$ cat config.mk
export PLATFORM = sky130hd
export DESIGN_NAME = mld_cyclic_decoder
export DESIGN_NICKNAME = d
export VERILOG_FILES = /design/src/rtl/mld_pkg.sv /design/src/rtl/mld_vote.sv /design/src/rtl/mld_cyclic_decoder.sv
export SDC_FILE = /design/constraint.sdc
export NUM_CORES = 1
export LEC_CHECK = 0
export ABC_AREA = 1
export CORE_MARGIN = 5
export CORE_UTILIZATION = 40
export CTS_CLUSTER_SIZE = 24
export DETAILED_ROUTE_END_ITERATION = 10
export PLACE_DENSITY_LB_ADDON = 0.3
export SETUP_SLACK_MARGIN = 0.2
export SYNTH_ARGS = -nofsm -noshare
export SYNTH_HDL_FRONTEND = slang
export SYNTH_SLANG_ARGS = --single-unit
$ cat constraint.sdc
create_clock -name clk -period 8.3 [get_ports clk]
set_input_delay 1.245 -clock clk [delete_from_list [all_inputs] [get_ports clk]]
set_output_delay 1.245 -clock clk [all_outputs]
set_load 0.1 [all_outputs]
$ cat src/rtl/mld_pkg.sv
// Shared types, constants and helpers for the serial majority-logic cyclic decoder.
package mld_pkg;

    typedef enum logic [1:0] {
        IDLE   = 2'd0,
        DECODE = 2'd1,
        HOLD   = 2'd2
    } mld_state_e;

    // (15,7) code check sums orthogonal on position 14; mask j sits at bits [j*15 +: 15].
    localparam logic [59:0] MLD_15_7_MASKS = {15'h4580, 15'h5808, 15'h6022, 15'h4045};

    function automatic int unsigned clog2(input int unsigned value);
        int unsigned r;
        r = 0;
        while ((64'd1 << r) < 64'(value)) r++;
        return r;
    endfunction

endpackage

$ cat src/rtl/mld_vote.sv
// Evaluates the J orthogonal check sums on the current word and votes on position N-1.
module mld_vote
    import mld_pkg::*;
#(
    parameter int unsigned N      = 15,
    parameter int unsigned J      = 4,
    parameter int unsigned THRESH = J / 2 + 1
) (
    input  logic [N-1:0]   w,
    input  logic [J*N-1:0] chk_mask,
    output logic           fix,
    output logic           votes_zero
);

    localparam int unsigned VW = clog2(J + 1);

    logic [J-1:0]  sums;
    logic [VW-1:0] votes;

    always_comb begin
        sums  = '0;
        votes = '0;
        for (int j = 0; j < J; j++) begin
            sums[j] = ^(w & chk_mask[j*N +: N]);
            votes   = votes + VW'(sums[j]);
        end
    end

    assign fix        = (votes >= VW'(THRESH));
    assign votes_zero = (votes == '0);

endmodule

$ cat src/rtl/mld_cyclic_decoder.sv
// Serial one-step majority-logic decoder for cyclic codes with valid/ready on both sides
// and an optional fast path for words whose first check-sum cycles are all clean.
module mld_cyclic_decoder
    import mld_pkg::*;
#(
    parameter int unsigned N           = 15,
    parameter int unsigned J           = 4,
    parameter              CHK_MASK    = MLD_15_7_MASKS,
    parameter int unsigned THRESH      = J / 2 + 1,
    parameter bit          EARLY_EXIT  = 1'b0,
    parameter int unsigned EXIT_CYCLES = 3
) (
    input  logic                  clk,
    input  logic                  reset,
    input  logic                  in_valid,
    output logic                  in_ready,
    input  logic [0:N-1]          received_vector,
    output logic                  out_valid,
    input  logic                  out_ready,
    output logic [0:N-1]          decoded_vector,
    output logic                  corrected,
    output logic [clog2(N+1)-1:0] num_corr,
    output logic                  busy
);

    localparam int unsigned CW  = clog2(N);
    localparam int unsigned NCW = clog2(N + 1);

    if (THRESH > J) begin : g_bad_thresh
        $error("mld_cyclic_decoder: THRESH must not exceed J");
    end
    if (EXIT_CYCLES < 1 || EXIT_CYCLES >= N) begin : g_bad_exit
        $error("mld_cyclic_decoder: EXIT_CYCLES must be in 1..N-1");
    end
    if ($bits(CHK_MASK) != J * N) begin : g_bad_mask
        $error("mld_cyclic_decoder: CHK_MASK must be J*N bits wide");
    end

    mld_state_e     state_q, state_d;
    logic [N-1:0]   w_q, w_d;
    logic [N-1:0]   orig_q, orig_d;
    logic [N-1:0]   dec_q, dec_d;
    logic [N-1:0]   rx, w_shift;
    logic [CW-1:0]  cnt_q, cnt_d;
    logic [NCW-1:0] num_corr_d;
    logic           zero_run_q, zero_run_d;
    logic           corrected_d;
    logic           fix, votes_zero;

    // Internal vectors use bit p = code position p; ports are declared ascending.
    always_comb begin
        for (int p = 0; p < N; p++) begin
            rx[p]             = received_vector[p];
            decoded_vector[p] = dec_q[p];
        end
    end

    mld_vote #(
        .N      (N),
        .J      (J),
        .THRESH (THRESH)
    ) u_vote (
        .w          (w_q),
        .chk_mask   (CHK_MASK),
        .fix        (fix),
        .votes_zero (votes_zero)
    );

    // Correct position N-1, then rotate it down to position 0.
    assign w_shift = {w_q[N-2:0], w_q[N-1] ^ fix};

    always_ff @(posedge clk or negedge reset) begin
        if (!reset) state_q <= IDLE;
        else        state_q <= state_d;
    end

    always_comb begin
        state_d     = state_q;
        w_d         = w_q;
        orig_d      = orig_q;
        cnt_d       = cnt_q;
        zero_run_d  = zero_run_q;
        num_corr_d  = num_corr;
        dec_d       = dec_q;
        corrected_d = corrected;
        case (state_q)
            IDLE: begin
                if (in_valid && in_ready) begin
                    w_d        = rx;
                    orig_d     = rx;
                    cnt_d      = '0;
                    num_corr_d = '0;
                    zero_run_d = 1'b1;
                    state_d    = DECODE;
                end
            end
            DECODE: begin
                w_d        = w_shift;
                num_corr_d = num_corr + NCW'(fix);
                zero_run_d = zero_run_q & votes_zero;
                cnt_d      = cnt_q + CW'(1);
                if (EARLY_EXIT && (cnt_q == CW'(EXIT_CYCLES - 1)) && zero_run_d) begin
                    cnt_d       = cnt_q;
                    dec_d       = orig_q;
                    corrected_d = 1'b0;
                    num_corr_d  = '0;
                    state_d     = HOLD;
                end else if (cnt_q == CW'(N - 1)) begin
                    cnt_d       = cnt_q;
                    dec_d       = w_shift;
                    corrected_d = (num_corr_d != '0);
                    state_d     = HOLD;
                end
            end
            HOLD: begin
                if (out_ready) state_d = IDLE;
            end
            default: state_d = IDLE;
        endcase
    end

    always_ff @(posedge clk or negedge reset) begin
        if (!reset) begin
            w_q        <= '0;
            orig_q     <= '0;
            dec_q      <= '0;
            cnt_q      <= '0;
            zero_run_q <= 1'b0;
            num_corr   <= '0;
            corrected  <= 1'b0;
            in_ready   <= 1'b1;
            out_valid  <= 1'b0;
            busy       <= 1'b0;
        end else begin
            w_q        <= w_d;
            orig_q     <= orig_d;
            dec_q      <= dec_d;
            cnt_q      <= cnt_d;
            zero_run_q <= zero_run_d;
            num_corr   <= num_corr_d;
            corrected  <= corrected_d;
            in_ready   <= (state_d == IDLE);
            out_valid  <= (state_d == HOLD);
            busy       <= (state_d != IDLE);
        end
    end

endmodule

==> results of run 1 <==
[metrics by stage]
stage / instances / util [%]
after global routing: 360 / 51.67
final: 360 / 51.67
after floorplan: 252 / -
after CTS: 360 / 51.67
after global placement: 352 / 49.93
after detailed placement: 352 / 49.93
[flip-flops by register name, indices dropped and copies added (netlist names)]
name       cells
cnt_q          4
in_ready       1
out_valid      1
state_q        2
corrected      1
w_q           15
num_corr       4
dec_q         15
busy           1
[cell families after synthesis]
kind of cell / count (synthesis) / share of synthesized area, %
compound gates: 50 / 12.02
buf+inv: 39 / 8.550
simple gates: 99 / 18.89
flops: 44 / 50.90
xor+xnor: 13 / 5.257
fa+ha+maj: 7 / 4.390
[per-layer routing]
metal  vias up  share of wire [%]  GRT usage [%]
li1        869                  -              -
met1       785                 46          16.53
met2        34                 47          21.62
met3         9                4.7          3.159
met4         0                2.0          5.702
met5         -                  0              0
[area by class of cell]
type	instances	area share (%)
Timing Repair Buffer	41	15.17
Clock buffer	8	3.371
Sequential cell	44	41.25
Tap cell	70	3.277
Inverter	28	3.933
Multi-Input combinational cell	169	33.01
[worst min-delay path: cells and delay by family, from the launching register on]
kind,cells,cell delay [ns]
and+or+nand+nor,2,0.10
DFF,1,0.35
[path summary, 6_finish.rpt]
path,to,start,depth (start not counted),slack [ns]
setup reg to reg,corrected,w_q[14],15,5.33
hold / removal,dec_q[1],dec_q[1],2,0.49
min in group asynchronous,state_q[0],reset,1,1.10
setup / recovery,in_ready,in_ready,1,5.10
max in group asynchronous,w_q[3],reset,1,6.61
hold reg to reg,dec_q[1],dec_q[1],2,0.49
[cell usage in the layout, fill, tap and decap left out]
cell,Yosys,routed
a22o_1,2,2
inv_2,1,1
xor2_1,3,3
nand4_1,2,2
o22ai_1,2,2
nand2_1,72,72
a21oi_2,0,1
dfrtp_1,43,43
o21ai_0,37,37
nand2_4,2,2
clkbuf_8,0,6
o21ai_1,7,7
nand3_1,8,8
nor2_1,12,12
buf_2,5,1
a21oi_1,2,1
clkdlybuf4s50_1,0,40
clkbuf_1,0,2
xnor2_1,10,10
ha_1,6,6
dfstp_2,1,1
fa_1,1,1
nor2_2,2,2
nand2_2,1,1
inv_1,27,27
[cells in the mapped netlist, drive strengths merged]
library cell	instances	area, um2
a21oi	2	10.01
a22o	2	17.52
buf	9	70.06
clkbuf	2	10.01
dfrtp	43	1076
dfstp	1	26.28
fa	1	20.02
ha	6	75.07
inv	28	105.1
nand2	75	299.0
nand3	8	40.04
nand4	2	12.51
nor2	14	57.55
o21ai	44	220.2
o22ai	2	12.51
xnor2	10	87.58
xor2	3	26.28
==> summary by stage, run 1 <==
Worst hold path
In this run the worst hold path is classified as reg -> reg.

Route
The number of DRC violations after detailed routing is 0. In the final routed layout, each cell accounts on average for 11.82 um. The number of detailed-routing iterations run before antenna repair is 4. The first routing iteration left 60 violations.

The total routed wirelength is 4.254 mm. The ratio of routed vias to standard cells is 4.714. The via total after detailed routing is approximately 1,700.

The final antenna-violating net count is 0.

STA
For the pin with the worst max-slew slack, the measured transition is 1.102 ns. Setup repair after global routing left no endpoint under its margin. The final clock skew is just under 0.005 ns. The final-report max-slew violation count is 0.

The final period utilization is 38.54%. The final sum of negative setup slack is 0 ns. Setup violations remaining at the end of the flow were counted as 0. In this run the tightest slew margin relative to its limit is 26.50%. Derived from the worst setup path, the maximum achievable clock frequency is approximately 310 MHz. The final setup slack of the worst path is 5.101 ns. Hold is met by 0.4872 ns. The final hold violation count is 0. The worst path needs roughly 3.2 ns of the cycle, external delays included.

Logic synthesis
The synthesized area is 2166 um2. During synthesis, Yosys emitted a total of 0 warnings. The number of nets handed over by synthesis was about 280. Sequential cells were found to cover 50.90% of the synthesized design area. After synthesis, the mean cell area works out to 8.595 um2. The synthesized flop and latch total is between 40 and 50. The synthesized netlist contains 25 unique library cells. The cell count after synthesis came out at 252.

Die
The die is 83.59 um wide. The number of placed I/O pins is 42. The initial utilization of the core area, before any placement, comes to 41.87%.

The placeable core area is around 5200 um2. In this run the vertical extent of the chip is 83.59 um. The die covers 6986 um2. The number of rows in the core area is 26.

Critical path
Data on the critical path is required at its endpoint by a little over 7 ns. The critical-path cell with the highest stage delay is clkdlybuf4s50_1. The kind of end point of the critical path is an output pin.

Data arrives at the worst endpoint at ~2.0 ns. The signal on the critical path passes through clkdlybuf4s50_1. The kind of critical path is reg -> out. The startpoint type of the worst setup path is a flip-flop. The buffer and inverter count on the worst path is 1. Among cell families on the critical path, the largest total delay comes from buffers and inverters. In this run the worst path has a maximum fanout of 2. The largest single stage delay on the critical path is 1.12 ns.

Final layout
The layout cell share with drive strength beyond 1 is under 10%. The final instance area is 2673 um2. The sequential cell area is ~1100 um2. The area used by multi-input combinational logic is 882.1 um2. After the last flow step, the layout net total stands at 315. The layout-stage area growth over the synthesis result is 23.40%. The number of inserted filler cells in the final layout is 503. The number of diodes added for antenna fixing is 0.

Clock tree
In this run the number of H-tree levels came out at 2. The number of buffers created by CTS is 5. The maximum buffer depth of the clock tree is 2.

The clock tree from TritonCTS is built. After clock tree synthesis, the setup repair step added 0 buffers. Clock latency on the worst-skew pair, taken at its later pin, is 0.30 ns. Clock-pin slew was measured on the worst setup and hold paths at 0.08 ns. The quantity of gates resized following cts is 0. After clock tree synthesis, the flow added hold-fix buffers numbering 0.

Clock tree synthesis selected as its root buffer the cell clkbuf_8. For this design, the sink count on the clock tree is 44.

Global routing
The final global-route overflow total is 0. The first global-routing pass estimated 7.617 mm of wire. The overall track demand over capacity in global routing is 13.19%. The number of antenna violations at the first check in global routing was 0. The pin count of the biggest net entering global routing is 45.

The number of global-route vias before repair is 1,739.

Job
The max-capacitance violation count is 0.

Placed design
The instance area after placement is 2582 um2. At the placement stage, the worst setup path has a slack of approximately 5.3 ns. Once detailed placement completed, the half-perimeter wirelength came to approximately 3.0 mm. The number of I/O port buffers is 41. The weighted congestion at the end of routability-driven global placement is 0.7444.

Status
The run finished with clean final reports.
Power of run 1 is left out: the tool's default activity adds up to more than one toggle a clock period on the data nets, which glitch-free logic cannot reach.
==> run 2: changes to the inputs <==
==> constraint.sdc (replaced) <==
create_clock -name clk -period 3.35 [get_ports clk]
set_input_delay 0.5025 -clock clk [delete_from_list [all_inputs] [get_ports clk]]
set_output_delay 0.5025 -clock clk [all_outputs]
set_load 0.1 [all_outputs]
==> run 2 against run 1 <==
  * Sequential share of layout area fell by 0.11 points
  * Wire length rose by 1.1%
  * Die area did not move
  * Global-route usage fell by 0.32 points
  * Via count rose by 1.5%
  * Sequential cell count did not move
  * Utilization rose by 0.19 points
  * Non-clock buffer count rose by 2
  * Clock skew fell by 0.0016 ns
==> summary by stage, run 2 (synthesis results as in run 1) <==
Status
The run finished with clean final reports.

Clock tree
The count of hold-fix buffers inserted at cts is 0 (unchanged). The total number of clock tree sinks is 44 (unchanged). The root buffer cell is clkbuf_8. The clock tree from TritonCTS is built.

The maximum buffer depth of the clock tree is 2 (unchanged). The clock latency reported for the late side of the worst-skew pair came to 0.29 ns (about the same). The H-tree depth came to 2 (unchanged). The clock-pin slew on the worst setup and hold paths came to 0.08 ns (about the same). The number of buffers created by CTS is 5 (unchanged).

Global routing
The pin count of the biggest net entering global routing is 45 (unchanged). The number of global-route vias before repair is 1,715 (-1.4%). The number of antenna violations at the first check in global routing was 0 (unchanged).

The final global-route overflow total came to 0 (unchanged). The wire length of the first global-routing pass is 7.479 mm (-1.8%). The overall track demand over capacity in global routing is 12.88% (-0.32 points).

Critical path
The kind of end point of the critical path is a flip-flop. The buffer and inverter count on the worst path is 2 (+1). The critical path's largest stage delay is 0.46 ns (-0.66 ns). Counting stages on the worst path, the most repeated cell is ha_1. The data arrival time of the critical path came to 3.12 ns (+1.17 ns). The maximum net fanout on the critical path came to 6 (+4). By startpoint and endpoint, the worst setup path is classified as reg -> reg. The worst setup path is launched from a flip-flop. The signal on the critical path passes through xor2_1 -> xnor2_1 -> ha_1 -> inv_1 -> fa_1 -> inv_1 -> ha_1 -> nand2_1 -> nand2_2 -> ha_2 -> ha_1 -> nor2_1 -> nand3_1 -> nor2_1 -> a21oi_1. The critical path data required time came to 3.53 ns (-3.52 ns). On the critical path the largest part of the delay comes from adder cells. The critical-path cell with the highest stage delay is dfrtp_2.

Die
The number of placed I/O pins is 42 (unchanged). The number of rows in the core area came to 26 (unchanged). The width of the die is 83.59 um (unchanged). The initial core utilization is 41.87% (unchanged). The area of the die is 6986 um2 (unchanged). The height of the die came to 83.59 um (unchanged).

The placeable core area is 5172 um2 (unchanged).

Job
The max-capacitance violation count came to 0 (unchanged).

Final layout
The commonest non-fill, non-tap cell in the layout is nand2_1. The largest registers in the layout are dec_q: 15 flops, w_q: 15 flops. The count of placed standard cells in the final layout, fillers left out came to 362 (+0.56%).

The total number of nets in the final design came to 317 (+0.63%). The top cell types in the final layout, fill and taps aside, are 71 x nand2_1, 42 x dfrtp_1, 39 x clkdlybuf4s50_1, 37 x o21ai_0, 27 x inv_1. The layout cell share with drive strength beyond 1 is 7.192% (+2.0 points). The area growth from synthesis to layout is 23.86%. The number of diodes added for antenna fixing is 0 (unchanged).

STA
The final clock skew is 0.003350 ns (-0.001573 ns). The final hold violation count is 0 (unchanged). The final-report max-slew violation count was 0 (unchanged). Static timing analysis puts the maximum clock frequency at between 300 and 400 MHz.

The final period demand of the worst path is between 2 and 3 ns. The final period utilization is between 80 and 90%. The actual slew at the worst max-slew pin was 0.9756 ns (-0.1269 ns). The worst hold slack after final layout was 0.3576 ns (-0.1296 ns).

The max-slew headroom at the worst pin is 34.76% (+8.3 points). The final setup slack of the worst path is 0.4060 ns (-4.695 ns). Setup repair after global routing left no endpoint under its margin. The final sum of negative setup slack is 0 ns (unchanged).

The setup violation total in the final timing report is 0 (unchanged).

Placed design
The number of placed cells counting well taps is 353 (+0.28%). The weighted congestion at the end of routability-driven global placement is 0.8144 (+9.4%). The placed wire-length estimate was 3.047 mm (+1.8%). The number of I/O port buffers is 41 (unchanged). The worst-case setup slack after placement came to 0.3517 ns (-4.919 ns).

Route
The ratio of routed vias to standard cells is 4.757 (+0.91%). The initial detailed-routing violation count came to 100 (+67%). The routed wirelength normalized by instance count is 11.88 um (+0.57%).

The final antenna-violating net count came to 0 (unchanged). The via total after detailed routing is 1,722 (+1.5%). The total routed wirelength is 4.302 mm (+1.1%). The number of DRC violations after detailed routing came to 0 (unchanged). The number of detailed-routing iterations run before antenna repair is 4 (unchanged).

Worst hold path
The path type of the worst min-delay path is in -> async.
-- run 2: cell count changes in the layout (fill, tap and decap cells not counted), sizes merged --
cell | before | now
buf | 1 | 4
clkinv | 0 | 1
clkbuf | 8 | 7
clkdlybuf4s50 | 40 | 39
-- run 2: worst paths after layout --
kind | start | endpoint | slack (ns) | cells past startpoint
worst max-delay path | w_q[14] | corrected | 0.41 | 15
worst min-delay path | reset | busy | 0.36 | 1
worst max register to register | w_q[14] | corrected | 0.41 | 15
worst min register to register | dec_q[1] | dec_q[1] | 0.47 | 2
max in group asynchronous | reset | w_q[14] | 2.33 | 1
min in group clk | dec_q[1] | dec_q[1] | 0.47 | 2
-- run 2: metal layers --
metal | track usage, % | vias up | share of wire (%)
met2 | 21.48 | 32 | 47
li1 | - | 874 | -
met4 | 4.532 | 0 | 1.4
met3 | 3.554 | 9 | 4.9
met5 | 0 | - | 0
met1 | 15.95 | 807 | 47
-- run 2: area by class of cell --
| cell class | instances | area [um2] |
|---|---|---|
| sequential | 44 | 1104 |
| inverter | 28 | 105.1 |
| fill | 500 | 2490 |
| clock inverter | 1 | 5.005 |
| tap | 70 | 87.58 |
| multi-input combinational | 169 | 887.1 |
| clock buffer | 7 | 76.32 |
| timing repair buffer | 43 | 417.9 |
-- run 2: through the flow --
stage               area (um2)  util, %
global placement          2587    50.02
detailed placement        2587    50.02
finish                    2683    51.86
floorplan                 2166        -
CTS                       2669    51.60
global route              2683    51.86
-- run 2: worst register-to-register path: stages (launching register included) --
cell and delay (ns):
dfrtp_2 0.46, xor2_1 0.20, xnor2_1 0.13, ha_1 0.28
inv_1 0.05, fa_1 0.38, inv_1 0.07, ha_1 0.22
nand2_1 0.11, nand2_2 0.07, ha_2 0.19, ha_1 0.29
nor2_1 0.12, nand3_1 0.08, nor2_1 0.09, a21oi_1 0.08
-- run 2: timing repair --
action,CTS,global route
resized for setup,0,3
buffers inserted,0,1
setup endpoints to repair,0,1
Power of run 2 is left out for the same reason.
